==> src/rtl/rf2_ctrl_pkg.sv <==
// Shared types and constants for the rf2_32x128 register-file controller.
package rf2_ctrl_pkg;

    localparam int ADDR_W   = 5;
    localparam int DATA_W   = 128;
    localparam int RF_DEPTH = 32;

    typedef enum logic {
        ST_INIT = 1'b0,
        ST_RUN  = 1'b1
    } ctrl_state_e;

    typedef struct packed {
        logic [ADDR_W-1:0] addr;
    } rd_req_t;

    typedef struct packed {
        logic [ADDR_W-1:0] addr;
        logic [DATA_W-1:0] data;
        logic [DATA_W-1:0] mask;
    } wr_req_t;

    // Bitwise merge of a masked write onto older entry contents (mask bit 1 = take new bit).
    function automatic logic [DATA_W-1:0] merge_masked(input logic [DATA_W-1:0] old_v,
                                                       input logic [DATA_W-1:0] new_v,
                                                       input logic [DATA_W-1:0] mask_v);
        return (old_v & ~mask_v) | (new_v & mask_v);
    endfunction

endpackage

==> src/rtl/rf2_32x128_ctrl_arb.sv <==
// Round-robin arbiter: grants the first valid requester at or after the pointer;
// the pointer moves to grant+1 only when the caller reports a completed transfer.
module rf_rr_arbiter #(
    parameter int N     = 2,
    parameter int IDX_W = (N > 1) ? $clog2(N) : 1
) (
    input  logic             clk,
    input  logic             rst,
    input  logic [N-1:0]     valid_i,
    input  logic             advance_i,
    output logic [N-1:0]     grant_o,
    output logic [IDX_W-1:0] idx_o
);

    logic [IDX_W-1:0] ptr_q;
    logic [IDX_W:0]   cand_s;
    logic             found_s;

    // Rotating priority search starting at the pointer.
    always_comb begin
        grant_o = {N{1'b0}};
        idx_o   = {IDX_W{1'b0}};
        found_s = 1'b0;
        cand_s  = {(IDX_W+1){1'b0}};
        for (int i = 0; i < N; i++) begin
            cand_s = {1'b0, ptr_q} + (IDX_W+1)'(i);
            if (cand_s >= (IDX_W+1)'(N)) begin
                cand_s = cand_s - (IDX_W+1)'(N);
            end else begin
                cand_s = cand_s;
            end
            if (!found_s && valid_i[cand_s[IDX_W-1:0]]) begin
                found_s                    = 1'b1;
                grant_o[cand_s[IDX_W-1:0]] = 1'b1;
                idx_o                      = cand_s[IDX_W-1:0];
            end else begin
                found_s = found_s;
            end
        end
    end

    // Pointer advances past the winner only on an actual transfer.
    always_ff @(posedge clk or posedge rst) begin
        if (rst) begin
            ptr_q <= {IDX_W{1'b0}};
        end else if (advance_i) begin
            ptr_q <= (idx_o == IDX_W'(N-1)) ? {IDX_W{1'b0}} : idx_o + IDX_W'(1);
        end
    end

endmodule

==> src/rtl/rf2_32x128_ctrl.sv <==
// Controller in front of one rf2_32x128_wm1 macro: zero-fills the array after reset,
// then round-robin shares the read port (A) and the masked write port (B).
// Optional build macro RF_BYPASS_EN: a read colliding with the granted write is granted
// and served at latency 3 (re-read plus merge); otherwise the colliding read is held off.
module rf2_32x128_ctrl
    import rf2_ctrl_pkg::*;
#(
    parameter  int NUM_RD   = 2,
    parameter  int NUM_WR   = 2,
    localparam int RD_IDX_W = (NUM_RD > 1) ? $clog2(NUM_RD) : 1
) (
    input  logic                     clk,
    input  logic                     reset,
    output logic                     init_done,
    input  logic [NUM_RD-1:0]        rd_req_valid,
    input  logic [NUM_RD*ADDR_W-1:0] rd_req_addr,
    output logic [NUM_RD-1:0]        rd_req_ready,
    output logic                     rd_rsp_valid,
    output logic [RD_IDX_W-1:0]      rd_rsp_idx,
    output logic [DATA_W-1:0]        rd_rsp_data,
    input  logic [NUM_WR-1:0]        wr_req_valid,
    input  logic [NUM_WR*ADDR_W-1:0] wr_req_addr,
    input  logic [NUM_WR*DATA_W-1:0] wr_req_data,
    input  logic [NUM_WR*DATA_W-1:0] wr_req_mask,
    output logic [NUM_WR-1:0]        wr_req_ready,
    output logic                     ram_cena,
    output logic [ADDR_W-1:0]        ram_aa,
    input  logic [DATA_W-1:0]        ram_qa,
    output logic                     ram_cenb,
    output logic [DATA_W-1:0]        ram_wenb,
    output logic [ADDR_W-1:0]        ram_ab,
    output logic [DATA_W-1:0]        ram_db
);

    localparam int WR_IDX_W = (NUM_WR > 1) ? $clog2(NUM_WR) : 1;

    ctrl_state_e         state_q;
    logic [ADDR_W-1:0]   init_addr_q;
    logic                init_done_q;

    logic [NUM_RD-1:0]   rd_gnt_s;
    logic [RD_IDX_W-1:0] rd_idx_s;
    logic [NUM_WR-1:0]   wr_gnt_s;
    logic [WR_IDX_W-1:0] wr_idx_s;
    rd_req_t             rd_sel_s;
    wr_req_t             wr_sel_s;

    logic run_s, fill_s, rd_any_s, wr_any_s, addr_eq_s;
    logic rd_allow_s, wr_allow_s, collide_s, rd_fire_s, wr_fire_s, rd_issue_s;

    logic                p1_valid_q;
    logic [RD_IDX_W-1:0] p1_idx_q;
    logic [RD_IDX_W-1:0] p1_idx_d;
    logic [DATA_W-1:0]   rsp_data_d;
    logic                rsp_valid_q;
    logic [RD_IDX_W-1:0] rsp_idx_q;
    logic [DATA_W-1:0]   rsp_data_q;

    rf_rr_arbiter #(.N(NUM_RD), .IDX_W(RD_IDX_W)) u_rd_arb (
        .clk(clk), .rst(reset), .valid_i(rd_req_valid), .advance_i(rd_fire_s),
        .grant_o(rd_gnt_s), .idx_o(rd_idx_s)
    );

    rf_rr_arbiter #(.N(NUM_WR), .IDX_W(WR_IDX_W)) u_wr_arb (
        .clk(clk), .rst(reset), .valid_i(wr_req_valid), .advance_i(wr_fire_s),
        .grant_o(wr_gnt_s), .idx_o(wr_idx_s)
    );

    // Pick out the request fields of the current arbitration winners.
    always_comb begin
        rd_sel_s.addr = rd_req_addr[int'(rd_idx_s)*ADDR_W +: ADDR_W];
        wr_sel_s.addr = wr_req_addr[int'(wr_idx_s)*ADDR_W +: ADDR_W];
        wr_sel_s.data = wr_req_data[int'(wr_idx_s)*DATA_W +: DATA_W];
        wr_sel_s.mask = wr_req_mask[int'(wr_idx_s)*DATA_W +: DATA_W];
    end

    // Reset is folded into the fill enable so the macro sees an idle write port while reset is held.
    assign run_s     = (state_q == ST_RUN);
    assign fill_s    = (state_q == ST_INIT) && !reset;
    assign rd_any_s  = |rd_req_valid;
    assign wr_any_s  = |wr_req_valid;
    assign addr_eq_s = (rd_sel_s.addr == wr_sel_s.addr);

`ifdef RF_BYPASS_EN
    logic                byp_pend_q;
    logic                p1_merge_q;
    logic [ADDR_W-1:0]   byp_addr_q;
    logic [RD_IDX_W-1:0] byp_idx_q;
    logic [DATA_W-1:0]   byp_data_q;
    logic [DATA_W-1:0]   byp_mask_q;

    // Both ports pause for the re-read cycle so response order is kept and the re-read cannot collide.
    assign rd_allow_s = run_s && !byp_pend_q;
    assign wr_allow_s = run_s && !byp_pend_q;
    assign collide_s  = rd_allow_s && rd_any_s && wr_allow_s && wr_any_s && addr_eq_s;
    assign rd_fire_s  = rd_allow_s && rd_any_s;
    assign rd_issue_s = (rd_fire_s && !collide_s) || byp_pend_q;

    // Capture the colliding write so the delayed read can be merged with it.
    always_ff @(posedge clk or posedge reset) begin
        if (reset) begin
            byp_pend_q <= 1'b0;
            p1_merge_q <= 1'b0;
            byp_addr_q <= {ADDR_W{1'b0}};
            byp_idx_q  <= {RD_IDX_W{1'b0}};
            byp_data_q <= {DATA_W{1'b0}};
            byp_mask_q <= {DATA_W{1'b0}};
        end else begin
            byp_pend_q <= collide_s;
            p1_merge_q <= byp_pend_q;
            if (collide_s) begin
                byp_addr_q <= rd_sel_s.addr;
                byp_idx_q  <= rd_idx_s;
                byp_data_q <= wr_sel_s.data;
                byp_mask_q <= wr_sel_s.mask;
            end
        end
    end

    // Read port drive: the pending re-read has priority over new grants.
    always_comb begin
        ram_cena   = 1'b1;
        ram_aa     = {ADDR_W{1'b0}};
        p1_idx_d   = rd_idx_s;
        rsp_data_d = ram_qa;
        if (byp_pend_q) begin
            ram_cena = 1'b0;
            ram_aa   = byp_addr_q;
            p1_idx_d = byp_idx_q;
        end else if (rd_issue_s) begin
            ram_cena = 1'b0;
            ram_aa   = rd_sel_s.addr;
        end else begin
            ram_cena = 1'b1;
        end
        if (p1_merge_q) begin
            rsp_data_d = merge_masked(ram_qa, byp_data_q, byp_mask_q);
        end else begin
            rsp_data_d = ram_qa;
        end
    end
`else
    // A read that would hit the address being written this cycle is held off one cycle.
    assign wr_allow_s = run_s;
    assign collide_s  = run_s && rd_any_s && wr_any_s && addr_eq_s;
    assign rd_allow_s = run_s && !collide_s;
    assign rd_fire_s  = rd_allow_s && rd_any_s;
    assign rd_issue_s = rd_fire_s;

    // Read port drive for the granted read.
    always_comb begin
        ram_cena   = 1'b1;
        ram_aa     = {ADDR_W{1'b0}};
        p1_idx_d   = rd_idx_s;
        rsp_data_d = ram_qa;
        if (rd_issue_s) begin
            ram_cena = 1'b0;
            ram_aa   = rd_sel_s.addr;
        end else begin
            ram_cena = 1'b1;
        end
    end
`endif

    assign wr_fire_s    = wr_allow_s && wr_any_s;
    assign rd_req_ready = rd_allow_s ? rd_gnt_s : {NUM_RD{1'b0}};
    assign wr_req_ready = wr_allow_s ? wr_gnt_s : {NUM_WR{1'b0}};

    // Write port drive: zero-fill during init, otherwise the granted masked write.
    always_comb begin
        ram_cenb = 1'b1;
        ram_wenb = {DATA_W{1'b1}};
        ram_ab   = {ADDR_W{1'b0}};
        ram_db   = {DATA_W{1'b0}};
        if (fill_s) begin
            ram_cenb = 1'b0;
            ram_ab   = init_addr_q;
            ram_wenb = {DATA_W{1'b0}};
        end else if (wr_fire_s) begin
            ram_cenb = 1'b0;
            ram_ab   = wr_sel_s.addr;
            ram_db   = wr_sel_s.data;
            ram_wenb = ~wr_sel_s.mask;
        end else begin
            ram_cenb = 1'b1;
        end
    end

    // Init/run sequencer: 32 zero-fill cycles, then run until the next reset.
    always_ff @(posedge clk or posedge reset) begin
        if (reset) begin
            state_q     <= ST_INIT;
            init_addr_q <= {ADDR_W{1'b0}};
            init_done_q <= 1'b0;
        end else begin
            case (state_q)
                ST_INIT: begin
                    if (init_addr_q == ADDR_W'(RF_DEPTH-1)) begin
                        state_q     <= ST_RUN;
                        init_done_q <= 1'b1;
                        init_addr_q <= {ADDR_W{1'b0}};
                    end else begin
                        init_addr_q <= init_addr_q + ADDR_W'(1);
                    end
                end
                ST_RUN: begin
                    state_q     <= ST_RUN;
                    init_done_q <= 1'b1;
                end
                default: begin
                    state_q     <= ST_INIT;
                    init_addr_q <= {ADDR_W{1'b0}};
                    init_done_q <= 1'b0;
                end
            endcase
        end
    end

    // Read response pipeline: issue -> macro output cycle -> registered response.
    always_ff @(posedge clk or posedge reset) begin
        if (reset) begin
            p1_valid_q  <= 1'b0;
            p1_idx_q    <= {RD_IDX_W{1'b0}};
            rsp_valid_q <= 1'b0;
            rsp_idx_q   <= {RD_IDX_W{1'b0}};
            rsp_data_q  <= {DATA_W{1'b0}};
        end else begin
            p1_valid_q  <= rd_issue_s;
            p1_idx_q    <= p1_idx_d;
            rsp_valid_q <= p1_valid_q;
            if (p1_valid_q) begin
                rsp_idx_q  <= p1_idx_q;
                rsp_data_q <= rsp_data_d;
            end
        end
    end

    assign init_done    = init_done_q;
    assign rd_rsp_valid = rsp_valid_q;
    assign rd_rsp_idx   = rsp_idx_q;
    assign rd_rsp_data  = rsp_data_q;

endmodule

==> config.mk <==
export PLATFORM = sky130hd
export DESIGN_NAME = rf2_32x128_ctrl
export DESIGN_NICKNAME = d
export VERILOG_FILES = /design/src/rtl/rf2_ctrl_pkg.sv /design/src/rtl/rf2_32x128_ctrl_arb.sv /design/src/rtl/rf2_32x128_ctrl.sv
export SDC_FILE = /design/constraint.sdc
export NUM_CORES = 1
export LEC_CHECK = 0
export CAP_MARGIN = 25
export CORE_AREA = 2 2 410 412
export CTS_CLUSTER_DIAMETER = 60
export CTS_CLUSTER_SIZE = 8
export DETAILED_ROUTE_END_ITERATION = 8
export DIE_AREA = 0 0 412 414
export MAX_ROUTING_LAYER = met4
export SYNTH_ARGS = -nofsm -noshare
export SYNTH_HDL_FRONTEND = slang
export SYNTH_HIERARCHICAL = 1
export SYNTH_SLANG_ARGS = --single-unit
==> constraint.sdc <==
create_clock -name clk -period 10.65 [get_ports clk]
set_input_delay 1.065 -clock clk [delete_from_list [all_inputs] [get_ports clk]]
set_output_delay 1.065 -clock clk [all_outputs]
set_load 0.02 [all_outputs]
==> results by group <==
Status
  – Status: finished, final reports clean

Setup path
  – CP Capture Type: primary output
  – WS Path Type: in2out
  – CP delay by family, top: buffers and inverters
  – Arr. time, crit path: approximately 5.3 ns
  – Required @ worst endpoint: 9.59 ns
  – CP max stage cell: clkdlybuf4s50_1
  – Crit path cell chain: clkdlybuf4s50_1 > and2_4 > buf_4 > buf_4 > mux2_2 > a21oi_1 > clkdlybuf4s50_1
  – Max incr delay on CP: just over 0.7 ns
  – CP Launch Type: primary input
  – Buf/Inv on CP: 4
  – Worst Path Max Fanout: 46

Final layout
  – Multi-input logic area: around 0.0059 mm^2
  – Final net count: ~2600
  – Layout cells sized above 1: 0.1657
  – Sequential cell area: around 0.0035 mm^2
  – Area grow syn2layout: 143.4%
  – Fill count: between 15000 and 20000

Clock network
  – Worst-skew pair later-pin latency: just under 0.5 ns
  – Clock buffer depth: 2
  – Post-cts repair resize count: 0
  – CTS sink cnt: approximately 140
  – Hold Buf Count CTS: 0
  – Post-CTS Setup Repair Bufs: 0
  – CTS tree: built
  – Total CTS buffers: 17
  – Clock root buffer: clkbuf_16
  – Clock Pin Slew Worst Setup and Hold Paths: approximately 0.080 ns
  – H-tree lvl count: 4

Pwr
  – Sequential Power Share: 0.239
  – NetSw: 0.001024 W
  – Sw Share: 0.3937
  – Clock power share: 0.248
  – PD cells: around 110 mW/mm^2
  – P_leak: approximately 8.6 nW
  – Comb power frac: 0.513
  – Int Pwr: about 0.0016 W
  – Worst vdd ir: around 0.00012 V

Synthesis
  – Post-Synthesis Cells: 949
  – Post-synth top area share: 0.3601
  – Synth async-reset ratio: 1.000
  – Synth Area in Compound Gates: 0.08441
  – Cell variety after synth: 29
  – Syn nets: 1617
  – Post-synthesis mux area share: 0.4386
  – Largest family of logic cells by synthesized area: multiplexers
  – Top cell type by total area after synthesis: dfrtp_1
  – EDFF count, synth: 0
  – Dominant cells by area after synthesis: dfrtp_1 (36%), mux2_2 (30%), mux2i_1 (14%), a21oi_1 (6.7%), nor2_1 (5.2%)
  – Synth Area in Simple Gates: 0.06704
  – Synth Cell Area: slightly below 0.01 mm^2
  – Post-synthesis sequential area ratio: 0.3601
  – Synth Area in Adders: 0.002554
  – Yosys warning count: 6
  – Synth cell count leaders: mux2_2 (259), dfrtp_1 (141), mux2i_1 (138), nor2_1 (135), a21oi_1 (131)
  – Synthesis-stage register bit count: around 140
  – Top-count cell post-synth: mux2_2
  – Synth Area per Inst: between 10 and 15 um^2
  – Top_reg_cell synth: dfrtp_1
  – XOR/XNOR Fraction of Synth Area: 0.004469

Floorplan
  – Total die area: 0.1706 mm^2
  – Die Span Y: ~410 um
  – Core area: approximately 0.17 mm^2
  – # rows: 150
  – I/O pins: about 1100
  – Initial Util: 0.05892
  – Die Width: 412 um

Routing
  – Detailed Route Iter0 Violations: about 1300
  – Via count: about 13000
  – DRC viols: 0
  – DR WL/cell: about 36 um
  – 1st-pass router iterations: 5
  – DR vias/cell: between 3 and 4
  – Antenna viol nets, final: 0
  – Total Routed Length: roughly 150000 um

Timing
  – Slew Limit Fails: 0
  – Fmax: between 0.15 and 0.2 GHz
  – Final setup fails: 0
  – Slew @ Worst Pin: 1.060 ns
  – Final period utilization: 0.5981
  – Headroom to the max-slew limit: 0.2933
  – Final TNS setup: 0 ns
  – Clk_skew: approximately 0.017 ns
  – Worst Hold Margin: between 0.4 and 0.5 ns
  – Hold Fails Final Rpt: 0
  – Final min period: around 6.4 ns
  – Unrepaired setup endpoints after global routing: false

GRT
  – Initial antenna violation count: between 150 and 200
  – Congestion Overflow GR: 0
  – First-pass GRT wire length: 181200 um
  – Vias in the first global route: around 13000
  – GR Util All Layers: 0.1779
  – Pin count of the biggest net entering global routing: ~140

Job
  – Max Cap Viol: 0

Placed design
  – Routability Congestion: between 1 and 1.5
  – Buffers on Ports: 1068
  – Final HPWL from detailed placement: approximately 140000 um

Min path
  – Worst Hold Class: reg2reg
cells in the final DEF (no fill, tap or decap), drive strengths merged, types with 11 or more instances in the layout:
master / Yosys / final
nor2: 135 / 135
clkbuf: 39 / 20
mux2: 259 / 259
clkdlybuf4s50: 0 / 1068
mux2i: 138 / 138
dfrtp: 141 / 141
diode: 0 / 43
a21oi: 131 / 131
buf: 49 / 24
o21ai: 11 / 11
through the flow:
step           instance area [um^2]  std cells  power, W  setup WS (ns)  utilization
3_5_place_dp                  23130       4157  0.001966          4.341       0.1391
2_1_floorplan                  9798        949  0.001083          5.860            -
5_1_grt                       23810       4217  0.002704          4.217       0.1432
3_3_place_gp                  23080       4155  0.001978          3.810       0.1388
4_1_cts                       23740       4189  0.002644          4.323       0.1428
6_report                      23850       4232  0.002601          4.280       0.1434
cells by family (layout without fill, tap and decap cells):
group,after synthesis,count (layout)
other,0,43
and+or+nand+nor,157,157
xor gates and xnor gates,5,5
DFF,141,141
AOI/OAI and AO/OA,154,154
muxes,397,397
buffers and inverters,93,1129
adders and majority gates,2,2
worst paths after layout:
check                                 from                          to  slack [ns]  depth (start not counted)
min                              init_done                   init_done        0.47                          1
max reg2reg                       register                    register        7.28                          9
max in group asynchronous            reset                  p1_valid_q        8.05                          3
min reg2reg                      init_done                   init_done        0.47                          1
min in group asynchronous            reset  asynchronous set/reset pin        1.22                          2
max                        wr_req_valid[1]                ram_wenb[71]        4.28                          7
worst reg2reg max path, stage by stage (launching register included):
cell and delay (ns):
dfrtp_1 0.39, nand2b_4 0.17, and2_4 0.49, mux2i_1 0.88
xor2_1 0.21, nor4_4 0.30, buf_4 0.32, a21oi_1 0.23
nor2_1 0.21, a31oi_4 0.04
power by group through the flow:
stage	logic [W]	registers, W	clock network, W
after global placement	0.00135	0.000632	0
final	0.00133	0.000623	0.000644
after global routing	0.00138	0.000629	0.000699
after CTS	0.00134	0.000624	0.000677
after floorplan	0.000399	0.000684	0
after detailed placement	0.00133	0.000633	0
final cells by class:
type | instances | share of cell area
clock inverter | 12 | 0.006716
timing repair buffer | 1092 | 0.4576
tap | 2204 | 0.1156
antenna | 43 | 0.004513
clock buffer | 20 | 0.01873
sequential | 141 | 0.1481
multi-input combinational | 715 | 0.2475
inverter | 5 | 0.001207
routing by layer:
layer | share of wire | routed length, um | global-route usage | vias up
met5 | 0 | 0 | - | -
met4 | 0.014 | 2211 | 0.02716 | 0
met3 | 0.13 | 20460 | 0.09142 | 112
met2 | 0.42 | 64470 | 0.2534 | 965
met1 | 0.43 | 66230 | 0.2257 | 6822
li1 | - | - | - | 5489
sequential cells by signal, indices dropped and copies added, names as in the netlist, named ones only:
| register | flops |
|---|---|
| rd_rsp_idx | 1 |
| run_s | 1 |
| rd_rsp_data | 128 |
| init_addr_q | 5 |
| p1_idx_q | 1 |
| p1_valid_q | 1 |
| init_done | 1 |
| rd_rsp_valid | 1 |
Power figures use the tool's default switching activity.
